**src/rtl/uart_rx_pkg.sv**
```systemverilog
// rtl/uart_rx_pkg.sv - shared FSM state type and bit-timer width for the UART receive monitor (UART_RX_PARITY_EN adds the PARITY state)
package uart_rx_pkg;

    localparam int TIMER_W = 16;

`ifdef UART_RX_PARITY_EN
    typedef enum logic [2:0] {
        ST_IDLE   = 3'd0,
        ST_START  = 3'd1,
        ST_DATA   = 3'd2,
        ST_PARITY = 3'd3,
        ST_STOP   = 3'd4
    } rx_state_e;
`else
    typedef enum logic [2:0] {
        ST_IDLE   = 3'd0,
        ST_START  = 3'd1,
        ST_DATA   = 3'd2,
        ST_STOP   = 3'd4
    } rx_state_e;
`endif

endpackage

```
**src/rtl/uart_rx_fifo.sv**
```systemverilog
// rtl/uart_rx_fifo.sv - receive FIFO with power-of-two depth, registered pointers and drop-on-full indication
module uart_rx_fifo #(
    parameter int WIDTH = 8,
    parameter int DEPTH = 8
) (
    input  logic             clk_i,
    input  logic             rstn_i,
    input  logic             push_i,
    input  logic [WIDTH-1:0] data_i,
    input  logic             pop_i,
    output logic [WIDTH-1:0] data_o,
    output logic             valid_o,
    output logic             full_o,
    output logic             drop_o
);

    localparam int AW = (DEPTH > 1) ? $clog2(DEPTH) : 1;
    localparam logic [AW:0]   FULL_CNT = (AW+1)'(DEPTH);
    localparam logic [AW-1:0] PTR_ONE  = AW'(1);
    localparam logic [AW:0]   CNT_ONE  = (AW+1)'(1);

    logic [WIDTH-1:0] mem_q [DEPTH];
    logic [AW-1:0]    wr_ptr_q, rd_ptr_q;
    logic [AW:0]      count_q, count_d;
    logic             empty, do_pop, do_push;

    assign empty   = (count_q == '0);
    assign full_o  = (count_q == FULL_CNT);
    assign valid_o = !empty;
    // A pop frees the slot this cycle, so a push into a full FIFO alongside a pop is accepted.
    assign do_pop  = pop_i && !empty;
    assign do_push = push_i && (!full_o || do_pop);
    assign drop_o  = push_i && full_o && !pop_i;
    // Head is forced to zero while empty so the output is defined out of reset.
    assign data_o  = empty ? '0 : mem_q[rd_ptr_q];

    // Occupancy next-state from the push/pop pair.
    always_comb begin
        count_d = count_q;
        case ({do_push, do_pop})
            2'b10:   count_d = count_q + CNT_ONE;
            2'b01:   count_d = count_q - CNT_ONE;
            default: count_d = count_q;
        endcase
    end

    // Storage array write; contents are don't-care while not covered by count.
    always_ff @(posedge clk_i) begin
        if (do_push) begin
            mem_q[wr_ptr_q] <= data_i;
        end
    end

    // Pointers wrap naturally because DEPTH is a power of two.
    always_ff @(posedge clk_i or negedge rstn_i) begin
        if (!rstn_i) begin
            wr_ptr_q <= '0;
            rd_ptr_q <= '0;
            count_q  <= '0;
        end else begin
            if (do_push) wr_ptr_q <= wr_ptr_q + PTR_ONE;
            if (do_pop)  rd_ptr_q <= rd_ptr_q + PTR_ONE;
            count_q <= count_d;
        end
    end

endmodule

```
**src/rtl/uart_rx_monitor.sv**
```systemverilog
// rtl/uart_rx_monitor.sv - UART receiver with synchronizer, framing FSM, receive FIFO and sticky errors; UART_RX_PARITY_EN enables the parity bit
module uart_rx_monitor
    import uart_rx_pkg::*;
#(
    parameter int CLKS_PER_BIT = 4167,
    parameter int DATA_BITS    = 8,
    parameter int FIFO_DEPTH   = 8
) (
    input  logic                 core_clk,
    input  logic                 core_rstn,
    input  logic                 ser_rx,
    input  logic                 rd_en,
    input  logic                 err_clr,
`ifdef UART_RX_PARITY_EN
    input  logic                 parity_odd,
`endif
    output logic [DATA_BITS-1:0] rd_data,
    output logic                 rd_valid,
    output logic                 fifo_full,
    output logic                 overflow,
    output logic                 frame_err,
    output logic                 parity_err,
    output logic                 busy
);

    localparam logic [TIMER_W-1:0] HALF_LOAD = TIMER_W'(CLKS_PER_BIT / 2 - 1);
    localparam logic [TIMER_W-1:0] BIT_LOAD  = TIMER_W'(CLKS_PER_BIT - 1);
    localparam logic [TIMER_W-1:0] TIMER_ONE = TIMER_W'(1);
    localparam logic [3:0]         LAST_BIT  = 4'(DATA_BITS - 1);

    logic [1:0]           sync_q;
    logic                 rx_s;
    rx_state_e            state_q;
    logic [TIMER_W-1:0]   timer_q;
    logic [3:0]           bit_cnt_q;
    logic [DATA_BITS-1:0] shift_q;
    logic                 stop_wait_q;
    logic                 bit_tick;
    logic                 stop_sample;
    logic                 push;
    logic                 frame_evt;
    logic                 drop;
    logic                 overflow_q, overflow_d;
    logic                 frame_err_q, frame_err_d;

    assign rx_s        = sync_q[1];
    assign bit_tick    = (timer_q == '0);
    assign stop_sample = (state_q == ST_STOP) && !stop_wait_q && bit_tick;
    assign frame_evt   = stop_sample && !rx_s;
    assign busy        = (state_q != ST_IDLE);

`ifdef UART_RX_PARITY_EN
    logic par_bad_q;
    logic parity_evt;
    logic parity_err_q, parity_err_d;
    logic par_mismatch;

    // Received parity bit must equal the data XOR plus one for odd parity.
    assign par_mismatch = rx_s != ((^shift_q) ^ parity_odd);
    assign parity_evt   = (state_q == ST_PARITY) && bit_tick && par_mismatch;
    assign push         = stop_sample && rx_s && !par_bad_q;
`else
    assign push         = stop_sample && rx_s;
`endif

    // Two-flop synchronizer; resets to the idle-high line level.
    always_ff @(posedge core_clk or negedge core_rstn) begin
        if (!core_rstn) begin
            sync_q <= 2'b11;
        end else begin
            sync_q <= {sync_q[0], ser_rx};
        end
    end

    // Framing FSM: bit timer reloads on each state entry and counts down to the sample point.
    always_ff @(posedge core_clk or negedge core_rstn) begin
        if (!core_rstn) begin
            state_q     <= ST_IDLE;
            timer_q     <= '0;
            bit_cnt_q   <= '0;
            shift_q     <= '0;
            stop_wait_q <= 1'b0;
`ifdef UART_RX_PARITY_EN
            par_bad_q   <= 1'b0;
`endif
        end else begin
            case (state_q)
                ST_IDLE: begin
                    if (!rx_s) begin
                        state_q     <= ST_START;
                        timer_q     <= HALF_LOAD;
                        stop_wait_q <= 1'b0;
`ifdef UART_RX_PARITY_EN
                        par_bad_q   <= 1'b0;
`endif
                    end
                end
                ST_START: begin
                    if (bit_tick) begin
                        if (!rx_s) begin
                            state_q   <= ST_DATA;
                            timer_q   <= BIT_LOAD;
                            bit_cnt_q <= '0;
                        end else begin
                            state_q <= ST_IDLE;
                        end
                    end else begin
                        timer_q <= timer_q - TIMER_ONE;
                    end
                end
                ST_DATA: begin
                    if (bit_tick) begin
                        shift_q <= {rx_s, shift_q[DATA_BITS-1:1]};
                        timer_q <= BIT_LOAD;
                        if (bit_cnt_q == LAST_BIT) begin
`ifdef UART_RX_PARITY_EN
                            state_q <= ST_PARITY;
`else
                            state_q <= ST_STOP;
`endif
                        end else begin
                            bit_cnt_q <= bit_cnt_q + 4'd1;
                        end
                    end else begin
                        timer_q <= timer_q - TIMER_ONE;
                    end
                end
`ifdef UART_RX_PARITY_EN
                ST_PARITY: begin
                    if (bit_tick) begin
                        par_bad_q <= par_mismatch;
                        state_q   <= ST_STOP;
                        timer_q   <= BIT_LOAD;
                    end else begin
                        timer_q <= timer_q - TIMER_ONE;
                    end
                end
`endif
                ST_STOP: begin
                    if (stop_wait_q) begin
                        // After a bad stop bit, hold here until the line idles so the
                        // remaining low level is not mistaken for a new start bit.
                        if (rx_s) begin
                            state_q     <= ST_IDLE;
                            stop_wait_q <= 1'b0;
                        end
                    end else if (bit_tick) begin
                        if (rx_s) begin
                            state_q <= ST_IDLE;
                        end else begin
                            stop_wait_q <= 1'b1;
                        end
                    end else begin
                        timer_q <= timer_q - TIMER_ONE;
                    end
                end
                default: begin
                    state_q <= ST_IDLE;
                end
            endcase
        end
    end

    // Sticky flags: a new event outranks a simultaneous clear.
    always_comb begin
        overflow_d  = drop      | (overflow_q  & ~err_clr);
        frame_err_d = frame_evt | (frame_err_q & ~err_clr);
    end

    // Sticky flag registers.
    always_ff @(posedge core_clk or negedge core_rstn) begin
        if (!core_rstn) begin
            overflow_q  <= 1'b0;
            frame_err_q <= 1'b0;
        end else begin
            overflow_q  <= overflow_d;
            frame_err_q <= frame_err_d;
        end
    end

`ifdef UART_RX_PARITY_EN
    // Parity flag next-state with the same event-wins rule.
    always_comb begin
        parity_err_d = parity_evt | (parity_err_q & ~err_clr);
    end

    // Parity flag register.
    always_ff @(posedge core_clk or negedge core_rstn) begin
        if (!core_rstn) begin
            parity_err_q <= 1'b0;
        end else begin
            parity_err_q <= parity_err_d;
        end
    end

    assign parity_err = parity_err_q;
`else
    assign parity_err = 1'b0;
`endif

    assign overflow  = overflow_q;
    assign frame_err = frame_err_q;

    uart_rx_fifo #(
        .WIDTH (DATA_BITS),
        .DEPTH (FIFO_DEPTH)
    ) u_fifo (
        .clk_i   (core_clk),
        .rstn_i  (core_rstn),
        .push_i  (push),
        .data_i  (shift_q),
        .pop_i   (rd_en),
        .data_o  (rd_data),
        .valid_o (rd_valid),
        .full_o  (fifo_full),
        .drop_o  (drop)
    );

endmodule

```
**config.mk**
```make
export PLATFORM = sky130hd
export DESIGN_NAME = uart_rx_monitor
export DESIGN_NICKNAME = d
export VERILOG_FILES = /design/src/rtl/uart_rx_pkg.sv /design/src/rtl/uart_rx_fifo.sv /design/src/rtl/uart_rx_monitor.sv
export SDC_FILE = /design/constraint.sdc
export NUM_CORES = 1
export LEC_CHECK = 0
export ABC_AREA = 1
export CORE_MARGIN = 3
export CORE_UTILIZATION = 40
export DETAILED_ROUTE_END_ITERATION = 7
export PLACE_DENSITY = 0.67
export SETUP_SLACK_MARGIN = 0.2
export SYNTH_ARGS = -nofsm -noshare
export SYNTH_HDL_FRONTEND = slang
export SYNTH_SLANG_ARGS = --single-unit
```
**constraint.sdc**
```tcl
create_clock -name core_clk -period 2.7 [get_ports core_clk]
set_clock_uncertainty 0.2 [all_clocks]
set_input_delay 0.54 -clock core_clk [delete_from_list [all_inputs] [get_ports core_clk]]
set_output_delay 0.54 -clock core_clk [all_outputs]
set_load 0.02 [all_outputs]
```
### Word level (Yosys, flattened, before mapping)

Memory sizes are Yosys's and may differ from the RTL's.
Cells that the tools add are included.

| word-level totals | value |
|---|---|
| register bits | 46 |
| bits in writable memories | 64 |
| bits of input ports | 5 |
| word-level logic and storage cells | 97 |
| memories | 1 |

| operators by class | value |
|---|---|
| $add $sub $neg | 6 |
| equality and inequality tests | 17 |
| muxes and demuxes | 30 |
| bitwise operators | 5 |
| reduce and logical (&&, ||, !) cells | 27 |

Memories:

| memory | words | width | read ports | clocked after memory_dff | write ports | RTL line | source |
|---|---|---|---|---|---|---|---|
| u_fifo.mem_q | 8 | 8 | 1 | 0 | 1 | uart_rx_fifo.sv:22 | `logic [WIDTH-1:0] mem_q [DEPTH];` |

Operators by type and width:

| kind | count |
|---|---|
| $mux 16 | 6 |
| $pmux 16 s4 | 1 |
| $mux 3 | 7 |
| $logic_not 16->1 | 1 |
| $mux 4 | 4 |
| $ne 2x2->1 const B | 8 |
| $pmux 4 s2 | 2 |
| $sub 16x1->16 const B | 1 |
| $reduce_and 5->1 | 3 |
| $pmux 3 s4 | 1 |
| $add 4x1->4 const B | 2 |
| $logic_and 1x1->1 | 8 |
| $mux 8 | 1 |
| $add 3x1->3 const B | 2 |
| $mux 1 | 6 |
| $ne 3x3->1 const B | 2 |
| $reduce_bool 2->1 | 3 |
| $logic_not 1->1 | 5 |
| $eq 4x3->1 const B | 1 |
| $eq 4x4->1 const B | 1 |
| $logic_not 4->1 | 1 |
| $reduce_and 2->1 | 2 |
| $reduce_bool 4->1 | 1 |
| $sub 4x1->4 const B | 1 |
| 13 further kinds | 15 |

### Longest topological paths before layout

| logic depth | value |
|---|---|
| word-level depth | 7 |
| gate-level depth with buffers | 16 |
| mapped depth without buffers | 16 |

### By module

Synthesis repeated with hierarchy kept, for this count alone.

| unflattened totals | value |
|---|---|
| cells, all modules | 592 |
| area total of the unflattened synthesis | 5481.5 um2 |

Modules (own cells, without submodules):

| module | times used | cells each | area an instance (um2) |
|---|---|---|---|
| uart_rx_fifo | 1 | 273 | 3210.6 |
| uart_rx_monitor | 1 | 319 | 2270.9 |

### Worst setup path after synthesis

No wires, ideal clock.

| timing | value |
|---|---|
| kind | register to register |
| from | register timer_q[0] |
| to | memory u_fifo.mem_q[0][0], enable pin |
| library setup time | 0.383 ns |
| data arrival time | 1.976 ns |
| data required time | 2.117 ns |
| setup slack | 0.140 ns |
| stages on the path, launching flop included | 9 |
| period minus slack after synthesis | 2.560 ns |
| cell sequence | dfrtp_1 > inv_1 > ha_1 > nand2_1 > nor2_2 > nand4_4 > nor2_8 > nand2_1 > nor3_1 |

| on the way | value |
|---|---|
| cells in the longest elaborated chain, start to end | 6 |

Ends and longest elaborated chain:

| what | RTL line | source |
|---|---|---|
| start, declared | uart_rx_monitor.sv:34 | `logic [TIMER_W-1:0] timer_q;` |
| start signal, assigned | uart_rx_monitor.sv:108 | `timer_q <= timer_q - TIMER_ONE;` |
| start signal, assigned | uart_rx_monitor.sv:125 | `timer_q <= timer_q - TIMER_ONE;` |
| start signal, assigned | uart_rx_monitor.sv:154 | `timer_q <= timer_q - TIMER_ONE;` |
| $logic_not 16->1 | uart_rx_monitor.sv:47 | `assign bit_tick = (timer_q == '0);` |
| $logic_and 1x1->1 | uart_rx_monitor.sv:48 | `assign stop_sample = (state_q == ST_STOP) && !stop_wait_q && bit_tick;` |
| $logic_and 1x1->1 | uart_rx_monitor.sv:63 | `assign push = stop_sample && rx_s;` |
| $logic_and 1x1->1 | uart_rx_fifo.sv:32 | `assign do_push = push_i && (!full_o \|\| do_pop);` |
| $mux 1 | uart_rx_fifo.sv:49 | `if (do_push) begin` |
| $mux 1 (not written as such) | uart_rx_fifo.sv:50 | `mem_q[wr_ptr_q] <= data_i;` |
| end, declared | uart_rx_fifo.sv:22 |  |

Every way passes these cells.

### Worst setup path in the final report

| timing | value |
|---|---|
| from | register u_fifo.rd_ptr_q[0] |
| to | output rd_data[4] |

| on the way | value |
|---|---|
| cells in the longest elaborated chain, start to end | 2 |

Ends and longest elaborated chain:

| what | RTL line | source |
|---|---|---|
| start, declared | uart_rx_fifo.sv:23 | `logic [AW-1:0] wr_ptr_q, rd_ptr_q;` |
| start signal, assigned | uart_rx_fifo.sv:62 | `if (do_pop) rd_ptr_q <= rd_ptr_q + PTR_ONE;` |
| $mem_v2 8x8 | - |  |
| $mux 8 | uart_rx_fifo.sv:35 | `assign data_o = empty ? '0 : mem_q[rd_ptr_q];` |
| end, declared | uart_rx_monitor.sv:17 | `output logic [DATA_BITS-1:0] rd_data,` |

Every way passes these cells.

==> out/summary.txt <==
vias per inst - 5.056
final setup violating endpoints - 0
Num CTS Buffers - 9
fin area - 6147 µm²
Routed WL per cell - 14.64 µm
worst vdd ir - 0.4806 mV
layout cell share with drive strength beyond 1 - 17.59%
DRC violations left - 0
initial drt markers - 219
Required @ worst endpoint - 1960 ps
Yosys top cell by area - edfxtp_1
initial core utilization - 41.29%
Congestion Overflow GR - 0
die height - 120.8 µm
Commonest cells post-synth - 97 x nand2_1, 86 x nor2_1, 64 x edfxtp_1
area of the core - 12770 µm²
syn avg cell area - 9.606 µm²
post-synthesis register bit count - 110
post-route ant nets - 0
Cell Area, Synth - 5274 µm²
post-synth top area share - 36.44%
max-cap violations - 0
Mapped Cells - 549
io pins - 19
Final Power - 4.772 mW
final setup margin - 259.3 ps
clk sinks - 110
TritonCTS clock tree - done
first drt pass iteration count - 6
largest net degree at the start of global routing - 22
Post-DP Area - 5744 µm²
leakage power total - 2.657 nW
most frequent cell after synthesis - nand2_1
sequential fraction of the synthesis area - 58.32%
Syn. warnings - 0
clock latency on the worst-skew pair - 350 ps
critical path's largest stage delay - 440 ps
Tcrit/Tclk final - 90.40%
Tot GR Track Use - 16.37%
Worst EP arrival - 1700 ps
Placer Congestion - 0.9558
syn nets - 560
Synth area leaders - edfxtp_1 36%, dfrtp_1 21%, nand2_1 6.9%
final critical-path required period - 2441 ps
die area - 14600 µm²
number of synthesized flops with an enable pin - 64
P&R area growth vs syn - 16.56%
Total Wirelength - 11260 µm
global-route wire length before repair - 18950 µm
CP cell instances - buf_6, o21ai_0, o22ai_1, o21ai_1, a31oi_1, buf_4
CP max FO - 11
Setup crit end kind - output pin
Slowest-stage cell, CP - dfrtp_2
pwr dens - 776.3 nW/µm²
f_max - 0.4097 GHz
final core utilization - 48.12%
initial antenna violation count - 0
hold crit path type - flip-flop to flip-flop
prevailing post-synth register cell - edfxtp_1
HPWL reported at the end of detailed placement - 7951 µm
setup TNS - 0 ps
Max clock buf depth - 2
die width - 120.8 µm
routed vias - 3888
Hold Path Depth - 0
async set-reset flop share out of synthesis - 41.82%
Final Hold Violating Endpoints - 0
cell row count - 41
Place WS - 71.61 ps
R2R depth - 9
status - finished, final reports clean
Clk pin slew, worst setup/hold paths - 70 ps
Worst setup SP type - flip-flop
# diodes - 0
H-tree depth - 3
Root Driver - clkbuf_16
unrepaired setup endpoints after global routing - true
# port buffers - 17
vias in the first global route - 3855
# nets final - 603
count of different cell masters after synthesis - 41
Crit Path Class - flip-flop to output pin
Max Slew Vio Count - 0
layer usage:
layer	wire, µm	track usage, %	vias up
met2	5493	26.88	86
met1	5097	21.26	1850
met3	461	3.742	18
met4	206	5.949	0
li1	-	-	1934
met5	0	0	-
final timing paths:
check                                          end  slack (ps)                from
worst min register to register           sync_q[1]         160           sync_q[0]
worst min-delay path                     sync_q[1]         160           sync_q[0]
min in group asynchronous               timer_q[5]         430           core_rstn
max in group asynchronous                sync_q[0]        1210           core_rstn
worst max-delay path                    rd_data[4]         260  u_fifo.rd_ptr_q[0]
worst max register to register  u_fifo.mem_q[1][1]         350          timer_q[0]
flip-flops by register name (all words and copies together), names as in the netlist, 2 cells and up:
signal and count:
u_fifo.count_q 4, shift_q 8, state_q 3, u_fifo.wr_ptr_q 3
sync_q 2, bit_cnt_q 4, u_fifo.mem_q 64, timer_q 16
u_fifo.rd_ptr_q 3
final cells by class:
cell class / count / area, µm²
Inverter: 52 / 202.7
Clock buffer: 10 / 229.0
Clock inverter: 6 / 51.30
Timing Repair Buffer: 46 / 402.9
Sequential cell: 110 / 3077
Fill cell: 1153 / 6626
Tap cell: 172 / 215.2
Multi-Input combinational cell: 373 / 1969
repair_timing:
action	in CTS	in global routing
buffers inserted	0	7
endpoints found under the setup margin	16	74
cloned	0	1
resized for setup	44	41
pin swaps	1	9
hold buffers	1	0
hold endpoints to repair	14	0
stage by stage:
step                hold WS, ps  cells
detailed placement        147.8    744
global placement          146.2    744
floorplan                 44.41    549
global route              166.2    769
finish                    156.7    769
CTS                       157.8    761
where the power goes:
part | switching (mW) | leakage, nW | total, mW | internal [mW]
Sequential | 0.0723 | 1.31 | 1.90 | 1.82
Combinational | 0.941 | 1.21 | 1.62 | 0.678
Clock | 0.614 | 0.135 | 1.26 | 0.643
Total | 1.63 | 2.66 | 4.77 | 3.15
placed cells by master, fill, tap and decap left out, types with 2 or more instances in the layout:
cell,n
a21oi_1,6
a31oi_1,9
buf_2,4
buf_4,26
buf_6,5
clkbuf_16,10
clkdlybuf4s50_1,5
dfrtp_1,43
dfstp_2,2
dlygate4sd2_1,3
edfxtp_1,64
ha_1,6
inv_1,43
inv_2,6
inv_4,3
inv_6,2
inv_8,2
nand2_1,97
nand2_2,7
nand2_4,4
nand3_1,21
nand4_1,2
nand4_4,2
nor2_1,83
nor2_2,10
nor2_4,5
nor3_1,12
nor3_2,2
o21ai_0,45
o21ai_1,16
o21ai_2,7
o21bai_1,2
o22ai_1,11
or2_1,2
xor2_1,12
kinds of logic (layout without fill, tap and decap cells):
family / count (synthesis) / count (layout) / synth area share, %
DFF: 110 / 110 / 58.32
adders and majority gates: 6 / 6 / 1.423
AOI/OAI and AO/OA: 98 / 98 / 10.32
and+or+nand+nor: 255 / 255 / 22.59
other: 1 / 1 / 0.07111
buffers and inverters: 66 / 114 / 5.124
xor gates and xnor gates: 13 / 13 / 2.159
worst max-delay path: cells and delay by family (launching register included):
family	cells	cell delay, ps
buffers and inverters	2	340
AOI/OAI and AO/OA	4	570
DFF	1	440
Note: power is estimated with default switching activity, not from simulation.
